`src/rtl/byte_swap_arbiter.sv`:
```
// Two-requester round-robin arbiter that feeds a shared byte-order swap datapath
// into one registered output stage. The output stage has valid/ready flow control.
module byte_swap_arbiter #(
  parameter int DATA_WIDTH = 32
) (
  input  logic                  clk_i,
  input  logic                  rst_n_i,
  input  logic                  req0_valid_i,
  input  logic [DATA_WIDTH-1:0] req0_data_i,
  input  logic                  req0_swap_i,
  output logic                  req0_ready_o,
  input  logic                  req1_valid_i,
  input  logic [DATA_WIDTH-1:0] req1_data_i,
  input  logic                  req1_swap_i,
  output logic                  req1_ready_o,
  output logic                  m_valid_o,
  output logic [DATA_WIDTH-1:0] m_data_o,
  output logic                  m_id_o,
  input  logic                  m_ready_i
);

  localparam int NB = DATA_WIDTH / 8;

  logic                  m_valid_q, m_valid_d;
  logic [DATA_WIDTH-1:0] m_data_q, m_data_d;
  logic                  m_id_q, m_id_d;
  logic                  last_grant_q, last_grant_d;

  logic                  can_load;
  logic                  pick1;
  logic                  xfer;
  logic                  sel_swap;
  logic [DATA_WIDTH-1:0] sel_data;
  logic [DATA_WIDTH-1:0] swapped;
  logic [DATA_WIDTH-1:0] proc_data;

  // Requester 1 wins when it is the only one asking, or when both ask and 0 went last.
  always_comb begin
    can_load     = !m_valid_q || m_ready_i;
    pick1        = req1_valid_i && (!req0_valid_i || (last_grant_q == 1'b0));
    req0_ready_o = rst_n_i && can_load && req0_valid_i && !pick1;
    req1_ready_o = rst_n_i && can_load && pick1;
    xfer         = req0_ready_o || req1_ready_o;
  end

  always_comb begin
    sel_data = pick1 ? req1_data_i : req0_data_i;
    sel_swap = pick1 ? req1_swap_i : req0_swap_i;
    swapped  = '0;
    for (int k = 0; k < NB; k++) begin
      swapped[8*(NB-1-k) +: 8] = sel_data[8*k +: 8];
    end
    proc_data = sel_swap ? swapped : sel_data;
  end

  // Data and id only move on a transfer so a drained stage keeps its last word.
  always_comb begin
    m_valid_d    = m_valid_q;
    m_data_d     = m_data_q;
    m_id_d       = m_id_q;
    last_grant_d = last_grant_q;
    if (xfer) begin
      m_valid_d    = 1'b1;
      m_data_d     = proc_data;
      m_id_d       = pick1;
      last_grant_d = pick1;
    end else if (m_ready_i) begin
      m_valid_d = 1'b0;
    end
  end

  always_ff @(posedge clk_i or negedge rst_n_i) begin
    if (!rst_n_i) begin
      m_valid_q    <= 1'b0;
      m_data_q     <= '0;
      m_id_q       <= 1'b0;
      last_grant_q <= 1'b1;
    end else begin
      m_valid_q    <= m_valid_d;
      m_data_q     <= m_data_d;
      m_id_q       <= m_id_d;
      last_grant_q <= last_grant_d;
    end
  end

  assign m_valid_o = m_valid_q;
  assign m_data_o  = m_data_q;
  assign m_id_o    = m_id_q;

endmodule

```
`config.mk`:
```
export PLATFORM = sky130hd
export DESIGN_NAME = byte_swap_arbiter
export DESIGN_NICKNAME = d
export VERILOG_FILES = /design/src/rtl/byte_swap_arbiter.sv
export SDC_FILE = /design/constraint.sdc
export NUM_CORES = 1
export LEC_CHECK = 0
export BUFFER_PORTS_ARGS = -buffer_cell sky130_fd_sc_hd__clkbuf_2
export CORE_UTILIZATION = 50
export DETAILED_ROUTE_END_ITERATION = 8
export GPL_ROUTABILITY_DRIVEN = 0
export PLACE_DENSITY = 0.86
export SLEW_MARGIN = 20
export SYNTH_ARGS = -nofsm -noshare
export SYNTH_HDL_FRONTEND = slang
export SYNTH_SLANG_ARGS = --single-unit
```
`constraint.sdc`:
```
create_clock -name clk_i -period 2.45 [get_ports clk_i]
set_clock_uncertainty 0.15 [all_clocks]
set_input_delay 0.49 -clock clk_i [delete_from_list [all_inputs] [get_ports clk_i]]
set_output_delay 0.49 -clock clk_i [all_outputs]
set_load 0.02 [all_outputs]
```
==> impl_metrics.toml, run 1 <==
[grt]
grt_antenna_before_repair = 0
first_global_vias = 1939
globalRouteTotalUtil = 0.220
pin_count_of_the_biggest_net_entering_global_routing = 34
grt_first_pass_wirelength_mm = 8.51
grt_remaining_overflow = 0

[cts]
number_of_hold_buffers_added_after_cts = 0
ctsLongestPathBuffers = 2
post-cts-setup-buffers = 0
clock_tree_from_tritoncts = "done"
cts_resized = 0
cts.reportedPaths.clkPinSlew_ns = 0.07
cts_made_buffers = 5
cts-htree-levels = 2
cts.sinks = 35
ctsRootBufferMaster = "sky130_fd_sc_hd__clkbuf_8"
clock_insertion_delay_worst_skew_ns = 0.29

[drt]
number_of_drc_violations_after_detailed_routing = 0
drt_first_iter_violations = 27
post_drt_wl_per_cell_um = 15.0
routed_via_density = 5.58
route.vias.total = 1932
number_of_nets_still_failing_antenna_checks_after_routing = 0
detail_route.wirelength_mm = 5.20
detailedRoute.firstPassIterationCount = 4

[power]
cellPowerDensity_nw_per_um2 = 686
cellLeakagePower_nw = 1.69
power.ir.vdd_worst_mv = 0.408
p_total_mw = 2.10

[place]
numPlacedInstances = 338
place.port_buffers = 106
dp.final_hpwl_mm = 4.02
place_area_um2 = 2950

[min_path]
min_path_type = "in -> async"

[flow_run]
timing.max_cap.violations = 0

[layout]
drive_gt1_frac = 0.531
final_cells = 346
area.growth.synth_to_final_pct = 26.7
finish.utilization = 0.678
layout.cell_area.non_filler_um2 = 3060
n_antenna_cell = 0
nets = 364

[timing]
rsz_0062_raised_after_global_routing = "no"
timing.final.crit_period_ns = 1.95
report.final.slew_viol_count = 0
tightestPinTransition_ns = 1.04
finalSetupViolCount = 0
final_hold_viol_count = 0
timing.slew.headroom = 0.303
timing.final.crit_share = 0.795
fin_setup_tns_ns = 0
timing.fmax_ghz = 0.514

[floorplan]
die_h_um = 71.4
floorplan.core_area_um2 = 4500
rows = 24
start_util = 0.535
fp.dieArea_um2 = 5100
die_w_um = 71.4
pin_count = 107

[setup_path]
critPathRequiredTime_ns = 1.81
worstPathMaxFanout = 4
end_kind = "output port"
cp.arrival_ns = 1.31
timing.setup.critical_path_class = "reg -> out"
start_kind = "flop"

[yosys]
post_synth_inst_count = 189
syn_avg_cell_area_um2 = 12.8
synthesis.area_um2 = 2410
largest_area_contributor_in_the_netlist = "sky130_fd_sc_hd__mux2i_1"
synth_warnings = 0
ys_seq_elements = 35
top_area_cell_type_share_of_the_netlist_area = 0.399
yosys.cell_types.count = 17
synth_top_cells_by_area = "sky130_fd_sc_hd__mux2i_1, sky130_fd_sc_hd__dfrtp_1, sky130_fd_sc_hd__mux2_2"
yosysSeqAreaShare = 0.364
mappedNetlistNets = 260

[status]
outcome = "finished, final reports clean"
[flip-flops by register name, indices dropped and copies added, names as in the netlist]
| name | count |
|---|---|
| m_id_o | 1 |
| last_grant_q | 1 |
| m_data_o | 32 |
| m_valid_o | 1 |
[stage by stage]
stage | hold slack (ns) | setup WS, ns
global route | 0.0820 | 0.443
finish | 0.0855 | 0.503
detailed placement | 0.346 | 0.267
CTS | 0.0781 | 0.488
global placement | 0.329 | 0.301
floorplan | 0.0444 | 0.519
[layout make-up]
type                            instances  area [µm²]
Clock buffer                            7        96.3
Fill cell                             350        1450
Tap cell                               52        65.1
Multi-Input combinational cell        139        1410
Clock inverter                          1        7.51
Timing Repair Buffer                  112         601
Sequential cell                        35         877
[critical path: stages, from the launching register on]
cell	delay (ns)
sky130_fd_sc_hd__dfstp_2	0.55
sky130_fd_sc_hd__a21bo_2	0.16
sky130_fd_sc_hd__nor2b_1	0.13
sky130_fd_sc_hd__clkbuf_2	0.17
[power breakdown]
part	leakage [nW]	switching (mW)	internal [mW]
registers	0.408	0.0857	0.729
logic	1.24	0.445	0.368
clock network	0.0505	0.212	0.256
total	1.69	0.743	1.35
[Yosys cell counts (all sizes together)]
cell / n
a21bo: 1
buf: 15
dfrtp: 34
dfstp: 1
mux2: 32
mux2i: 96
nand2: 2
nand2b: 1
nand3: 1
nor2: 1
nor2b: 1
o211ai: 1
o2bb2ai: 2
or2b: 1
[cell usage in the layout, fill, tap and decap left out]
cell,count
sky130_fd_sc_hd__a21bo_2,1
sky130_fd_sc_hd__mux2_2,32
sky130_fd_sc_hd__nor2b_1,1
sky130_fd_sc_hd__nand3_1,1
sky130_fd_sc_hd__nand2b_2,1
sky130_fd_sc_hd__mux2i_1,96
sky130_fd_sc_hd__o211ai_4,1
sky130_fd_sc_hd__buf_12,2
sky130_fd_sc_hd__clkbuf_8,7
sky130_fd_sc_hd__nand2_1,2
sky130_fd_sc_hd__clkbuf_2,106
sky130_fd_sc_hd__buf_4,4
sky130_fd_sc_hd__dfrtp_1,34
sky130_fd_sc_hd__dfstp_2,1
sky130_fd_sc_hd__o2bb2ai_1,2
sky130_fd_sc_hd__nor2_1,1
sky130_fd_sc_hd__or2b_1,1
sky130_fd_sc_hd__clkinvlp_4,1
[routing by layer]
layer	up-vias	GRT usage	share of wire
li1	909	-	-
met2	66	0.389	0.52
met3	16	0.0591	0.052
met1	941	0.244	0.40
met5	-	0	0
met4	0	0.109	0.028
[cells by family after synthesis]
group                  Yosys count  share of synthesized area
multiplexers                   128                      0.548
buffers and inverters           15                     0.0555
AO/OA/AOI/OAI                    4                     0.0166
AND/OR/NAND/NOR                  7                     0.0161
flip-flops                      35                      0.364
[path summary, 6_finish.rpt]
kind,cells after the start,end,start,slack [ns]
hold reg to reg,1,last_grant_q,last_grant_q,0.36
min in group clk_i,1,last_grant_q,last_grant_q,0.36
setup reg to reg,4,m_data_o[27],last_grant_q,0.73
max in group asynchronous,2,m_data_o[4],rst_n_i,1.79
hold / removal,2,m_data_o[15],rst_n_i,0.09
setup / recovery,3,req0_ready_o,last_grant_q,0.50
No activity file was read; power rests on OpenSTA's default activity.
==> run 2: changes to the inputs <==
--- a/config.mk
+++ b/config.mk
@@ -6,10 +6,10 @@
 export NUM_CORES = 1
 export LEC_CHECK = 0
 export BUFFER_PORTS_ARGS = -buffer_cell sky130_fd_sc_hd__clkbuf_2
-export CORE_UTILIZATION = 50
+export CORE_UTILIZATION = 48
 export DETAILED_ROUTE_END_ITERATION = 8
 export GPL_ROUTABILITY_DRIVEN = 0
-export PLACE_DENSITY = 0.86
+export PLACE_DENSITY = 0.83
 export SLEW_MARGIN = 20
 export SYNTH_ARGS = -nofsm -noshare
 export SYNTH_HDL_FRONTEND = slang
==> constraint.sdc (replaced) <==
create_clock -name clk_i -period 1.9 [get_ports clk_i]
set_clock_uncertainty 0.15 [all_clocks]
set_input_delay 0.38 -clock clk_i [delete_from_list [all_inputs] [get_ports clk_i]]
set_output_delay 0.38 -clock clk_i [all_outputs]
set_load 0.02 [all_outputs]
==> run 2 against run 1 <==
Setup slack lost 0.43 ns. Largest power group is now combinational logic. Clock power increased by 11%. Wire length down 3.1%. Global-route usage is 1.4 points lower. Register-to-register slack lost 0.41 ns. Critical path depth stayed put.
==> impl_metrics.toml, run 2 (synthesis results as in run 1) <==
[cts]
clock_tree_from_tritoncts = "done"
clock_insertion_delay_worst_skew_ns = 0.28
cts-htree-levels = 2
ctsRootBufferMaster = "sky130_fd_sc_hd__clkbuf_8"
post-cts-setup-buffers = 0
ctsLongestPathBuffers = 2
cts_made_buffers = 5
cts.sinks = 35
cts.reportedPaths.clkPinSlew_ns = 0.08

[drt]
number_of_drc_violations_after_detailed_routing = 0
routed_via_density = 5.18
post_drt_wl_per_cell_um = 13.9
detail_route.wirelength_mm = 5.04
drt_first_iter_violations = 64
route.vias.total = 1882
detailedRoute.firstPassIterationCount = 4
number_of_nets_still_failing_antenna_checks_after_routing = 0

[layout]
layout.cells.most_common = "sky130_fd_sc_hd__clkbuf_2"
layout.cell_area.non_filler_um2 = 3110
largest_register_ffs = 32
final_cells = 363
finish.utilization = 0.650
n_antenna_cell = 0
filler_cell_count = 411
final_cell_mix = "sky130_fd_sc_hd__clkbuf_2, sky130_fd_sc_hd__mux2i_1, sky130_fd_sc_hd__dfrtp_1, sky130_fd_sc_hd__mux2_2"
nets = 366
area.growth.synth_to_final_pct = 29.0
drive_gt1_frac = 0.527

[timing]
timing.final.crit_period_ns = 1.83
report.final.slew_viol_count = 0
tightestPinTransition_ns = 0.424
rsz_0062_raised_after_global_routing = "no"
timing.fmax_ghz = 0.546
timing.final.crit_share = 0.963
final_hold_viol_count = 0
fin_setup_tns_ns = 0
timing.slew.headroom = 0.717
finalSetupViolCount = 0

[setup_path]
crit_path_top_delay_cell = "sky130_fd_sc_hd__dfstp_2"
worst_path_largest_cell_delay_ns = 0.54
critPathRequiredTime_ns = 1.37
start_kind = "flop"
worstPathMaxFanout = 4
ff2ff_setup_slack_ns = 0.32
worstPathCellList = "a21bo_2 > nor2b_1 > buf_2"
end_kind = "output port"
timing.setup.critical_path_class = "reg -> out"
cp.arrival_ns = 1.30

[floorplan]
die_h_um = 72.9
rows = 25
pin_count = 107
die_w_um = 72.9
fp.dieArea_um2 = 5310
start_util = 0.504
floorplan.core_area_um2 = 4790

[status]
outcome = "finished, final reports clean"

[grt]
grt_remaining_overflow = 0
grt_antenna_before_repair = 0
globalRouteTotalUtil = 0.206
first_global_vias = 1817
grt_first_pass_wirelength_mm = 8.17
pin_count_of_the_biggest_net_entering_global_routing = 35

[power]
cellLeakagePower_nw = 1.71
power.ir.vdd_worst_mv = 0.432
p_total_mw = 2.63
cellPowerDensity_nw_per_um2 = 845

[place]
place_area_um2 = 3020
place.port_buffers = 106
numPlacedInstances = 354
dp.final_hpwl_mm = 3.86

[min_path]
min_path_type = "in -> async"

[flow_run]
timing.max_cap.violations = 0
## run 2: changes by cell type in the layout (fill, tap and decap cells not counted)
cell / before / now
sky130_fd_sc_hd__buf_4: 4 / 2
sky130_fd_sc_hd__buf_12: 2 / 5
sky130_fd_sc_hd__clkbuf_2: 106 / 105
sky130_fd_sc_hd__clkbuf_8: 7 / 5
sky130_fd_sc_hd__clkbuf_1: 0 / 1
sky130_fd_sc_hd__clkinv_2: 0 / 1
sky130_fd_sc_hd__dlygate4sd3_1: 0 / 1
sky130_fd_sc_hd__buf_2: 0 / 1
## run 2: report_power, final
part | switching [mW] | total (mW) | internal (mW)
Combinational | 0.575 | 1.06 | 0.489
Sequential | 0.102 | 1.04 | 0.940
Clock | 0.265 | 0.521 | 0.256
## run 2: metal layers
| layer | vias to the layer above | GRT usage | wire length, µm |
|---|---|---|---|
| met5 | - | 0 | 0 |
| met4 | 0 | 0.0806 | 90 |
| met3 | 7 | 0.0649 | 306 |
| met2 | 64 | 0.356 | 2520 |
| met1 | 896 | 0.237 | 2130 |
| li1 | 915 | - | - |
## run 2: metrics by stage
stage                     setup WS [ns]  hold slack, ns
after floorplan                   0.115         -0.0656
after global placement            0.265          0.0492
after detailed placement          0.226          0.0550
after CTS                        0.0358          0.0778
after global routing            0.00197           0.114
final                            0.0695          0.0648
## run 2: final timing paths
path,from,endpoint,cells after the start
min in group clk_i,rst_n_i,last_grant_q,3
min,rst_n_i,m_data_o[23],2
max,last_grant_q,req0_ready_o,3
min reg2reg,m_id_o,m_id_o,1
max reg2reg,last_grant_q,m_data_o[16],4
max in group asynchronous,rst_n_i,m_valid_o,2
## run 2: critical path: cells and delay by family, from the launching register on
kind / cells / cell delay (ns)
and+or+nand+nor: 1 / 0.13
AOI/OAI and AO/OA: 1 / 0.18
buffers and inverters: 1 / 0.17
DFF: 1 / 0.54
## run 2: repair_timing
item	CTS	global route
resized for setup	0	1
endpoints found under the setup margin	0	1
hold endpoints to repair	1	0
hold buffers	1	0
## run 2: cell type report
| cell class | count | area, µm² | share of cell area |
|---|---|---|---|
| Clock buffer | 6 | 72.6 | 0.0233 |
| Tap cell | 67 | 83.8 | 0.0270 |
| Sequential cell | 35 | 877 | 0.282 |
| Timing Repair Buffer | 114 | 656 | 0.211 |
| Clock inverter | 2 | 12.5 | 0.00402 |
| Multi-Input combinational cell | 139 | 1410 | 0.453 |
==> run 3: changes to the inputs <==
--- a/config.mk
+++ b/config.mk
@@ -5,11 +5,11 @@
 export SDC_FILE = /design/constraint.sdc
 export NUM_CORES = 1
 export LEC_CHECK = 0
-export BUFFER_PORTS_ARGS = -buffer_cell sky130_fd_sc_hd__clkbuf_2
-export CORE_UTILIZATION = 48
+export CORE_UTILIZATION = 50
 export DETAILED_ROUTE_END_ITERATION = 8
+export DONT_BUFFER_PORTS = 1
 export GPL_ROUTABILITY_DRIVEN = 0
-export PLACE_DENSITY = 0.83
+export PLACE_DENSITY = 0.67
 export SLEW_MARGIN = 20
 export SYNTH_ARGS = -nofsm -noshare
 export SYNTH_HDL_FRONTEND = slang
==> run 3 against run 2 <==
Maximum frequency is 1.1% higher. Combinational power fell by 51%. Final area is 18% lower. Utilization down 8.2 points. Wire length fell by 3.9%. Sequential power increased by 26%. Critical path type unchanged. Critical endpoint unchanged. Largest power group is now registers. Highest routed layer unchanged.
==> impl_metrics.toml, run 3 (synthesis results as in run 1) <==
[status]
outcome = "finished, final reports clean"

[drt]
number_of_nets_still_failing_antenna_checks_after_routing = 0
number_of_drc_violations_after_detailed_routing = 0
routed_via_density = 6.32
post_drt_wl_per_cell_um = 20.1
detailedRoute.firstPassIterationCount = 6
detail_route.wirelength_mm = 4.84
route.vias.total = 1523
drt_first_iter_violations = 44

[grt]
grt_antenna_before_repair = 0
grt_first_pass_wirelength_mm = 7.46
pin_count_of_the_biggest_net_entering_global_routing = 36
first_global_vias = 1617
globalRouteTotalUtil = 0.191
grt_remaining_overflow = 0

[setup_path]
start_kind = "flop"
end_kind = "output port"
worstPathMaxFanout = 4
crit_path_top_delay_cell = "sky130_fd_sc_hd__dfstp_2"
cp.arrival_ns = 1.28
worst_path_largest_cell_delay_ns = 0.55
worstPathCellList = "a21bo_4 > nor2b_2 > buf_4"
critical_path.n_buffers_inverters = 1
critPathRequiredTime_ns = 1.37
timing.setup.critical_path_class = "reg -> out"
cpLargestDelayFamily = "flip-flops"

[cts]
cts.reportedPaths.clkPinSlew_ns = 0.07
ctsRootBufferMaster = "sky130_fd_sc_hd__clkbuf_8"
cts.sinks = 35
cts_made_buffers = 5
cts-htree-levels = 2
clock_tree_from_tritoncts = "done"
ctsLongestPathBuffers = 2
clock_insertion_delay_worst_skew_ns = 0.28

[timing]
post_route_hold_slack_ns = 0.121
tightestPinTransition_ns = 0.385
fin_setup_tns_ns = 0
timing.final.crit_share = 0.953
final_hold_viol_count = 0
timing.fmax_ghz = 0.552
finalSetupViolCount = 0
timing.final.crit_period_ns = 1.81
report.final.slew_viol_count = 0
timing.slew.headroom = 0.743
rsz_0062_raised_after_global_routing = "no"

[floorplan]
start_util = 0.535
floorplan.core_area_um2 = 4500
die_w_um = 71.4
fp.dieArea_um2 = 5100
die_h_um = 71.4
pin_count = 107
rows = 24

[layout]
layout.cells.most_common = "sky130_fd_sc_hd__mux2i_1"
n_antenna_cell = 0
largest_register_ffs = 32
area.growth.synth_to_final_pct = 6.02
drive_gt1_frac = 0.265
final_cell_mix = "sky130_fd_sc_hd__mux2i_1, sky130_fd_sc_hd__dfrtp_1, sky130_fd_sc_hd__mux2_2, sky130_fd_sc_hd__clkbuf_8, sky130_fd_sc_hd__buf_12"
nets = 259

[place]
place.port_buffers = 0
dp.final_hpwl_mm = 3.55

[min_path]
min_path_type = "in -> reg"

[power]
cellLeakagePower_nw = 1.27
cellPowerDensity_nw_per_um2 = 928
power.ir.vdd_worst_mv = 0.580

[flow_run]
timing.max_cap.violations = 0
[run 3: cell types whose count changed in the layout (fill, tap and decap cells not counted)]
cell / previous run / this run
sky130_fd_sc_hd__a21bo_2: 1 / 0
sky130_fd_sc_hd__a21bo_4: 0 / 1
sky130_fd_sc_hd__buf_12: 5 / 4
sky130_fd_sc_hd__buf_2: 1 / 0
sky130_fd_sc_hd__clkbuf_2: 105 / 0
sky130_fd_sc_hd__clkbuf_8: 5 / 6
sky130_fd_sc_hd__clkinvlp_4: 1 / 0
sky130_fd_sc_hd__nor2b_1: 1 / 0
sky130_fd_sc_hd__nor2b_2: 0 / 1
[run 3: path summary, 6_finish.rpt]
kind / from / end / slack (ns) / depth (start not counted)
setup / recovery: last_grant_q / req0_ready_o / 0.09 / 3
hold / removal: rst_n_i / last_grant_q / 0.12 / 2
setup reg to reg: last_grant_q / m_data_o[21] / 0.35 / 4
hold reg to reg: last_grant_q / last_grant_q / 0.36 / 1
max in group asynchronous: rst_n_i / last_grant_q / 0.95 / 2
min in group asynchronous: rst_n_i / m_data_o[30] / 0.40 / 2
[run 3: layout make-up]
type / instances / area (µm²)
fillers: 373 / 1950
multi-input cells: 139 / 1420
flip-flops and latches: 35 / 877
repair buffers: 7 / 105
clock buffers: 7 / 86.3
well taps: 52 / 65.1
clock inverters: 1 / 5.00
[run 3: report_power, final]
part | switching [mW] | internal (mW)
registers | 0.372 | 0.940
clock network | 0.249 | 0.292
logic | 0.198 | 0.323
[run 3: per-layer routing]
metal  vias to the layer above  part of all wire  GRT usage
li1                        701                 -          -
met1                       745              0.36      0.190
met2                        73              0.55      0.374
met3                         4             0.088     0.0675
met4                         0            0.0050     0.0467
met5                         -                 0          0
[run 3: what timing repair did]
action / CTS / global route
hold buffers: 2 / 0
resized for setup: 0 / 2
setup buffers: 0 / 0
endpoints found under the setup margin: 0 / 1
endpoints found under the hold margin: 35 / 0
[run 3: through the flow]
stage	instances	cell area, µm²	setup WS [ns]	utilization	power [mW]
floorplan	189	2410	0.115	-	1.75
global placement	231	2430	0.348	0.539	1.79
detailed placement	231	2430	0.309	0.539	1.83
CTS	241	2550	0.0125	0.566	2.40
global route	241	2560	0.0309	0.568	2.50
finish	241	2560	0.0898	0.568	2.37
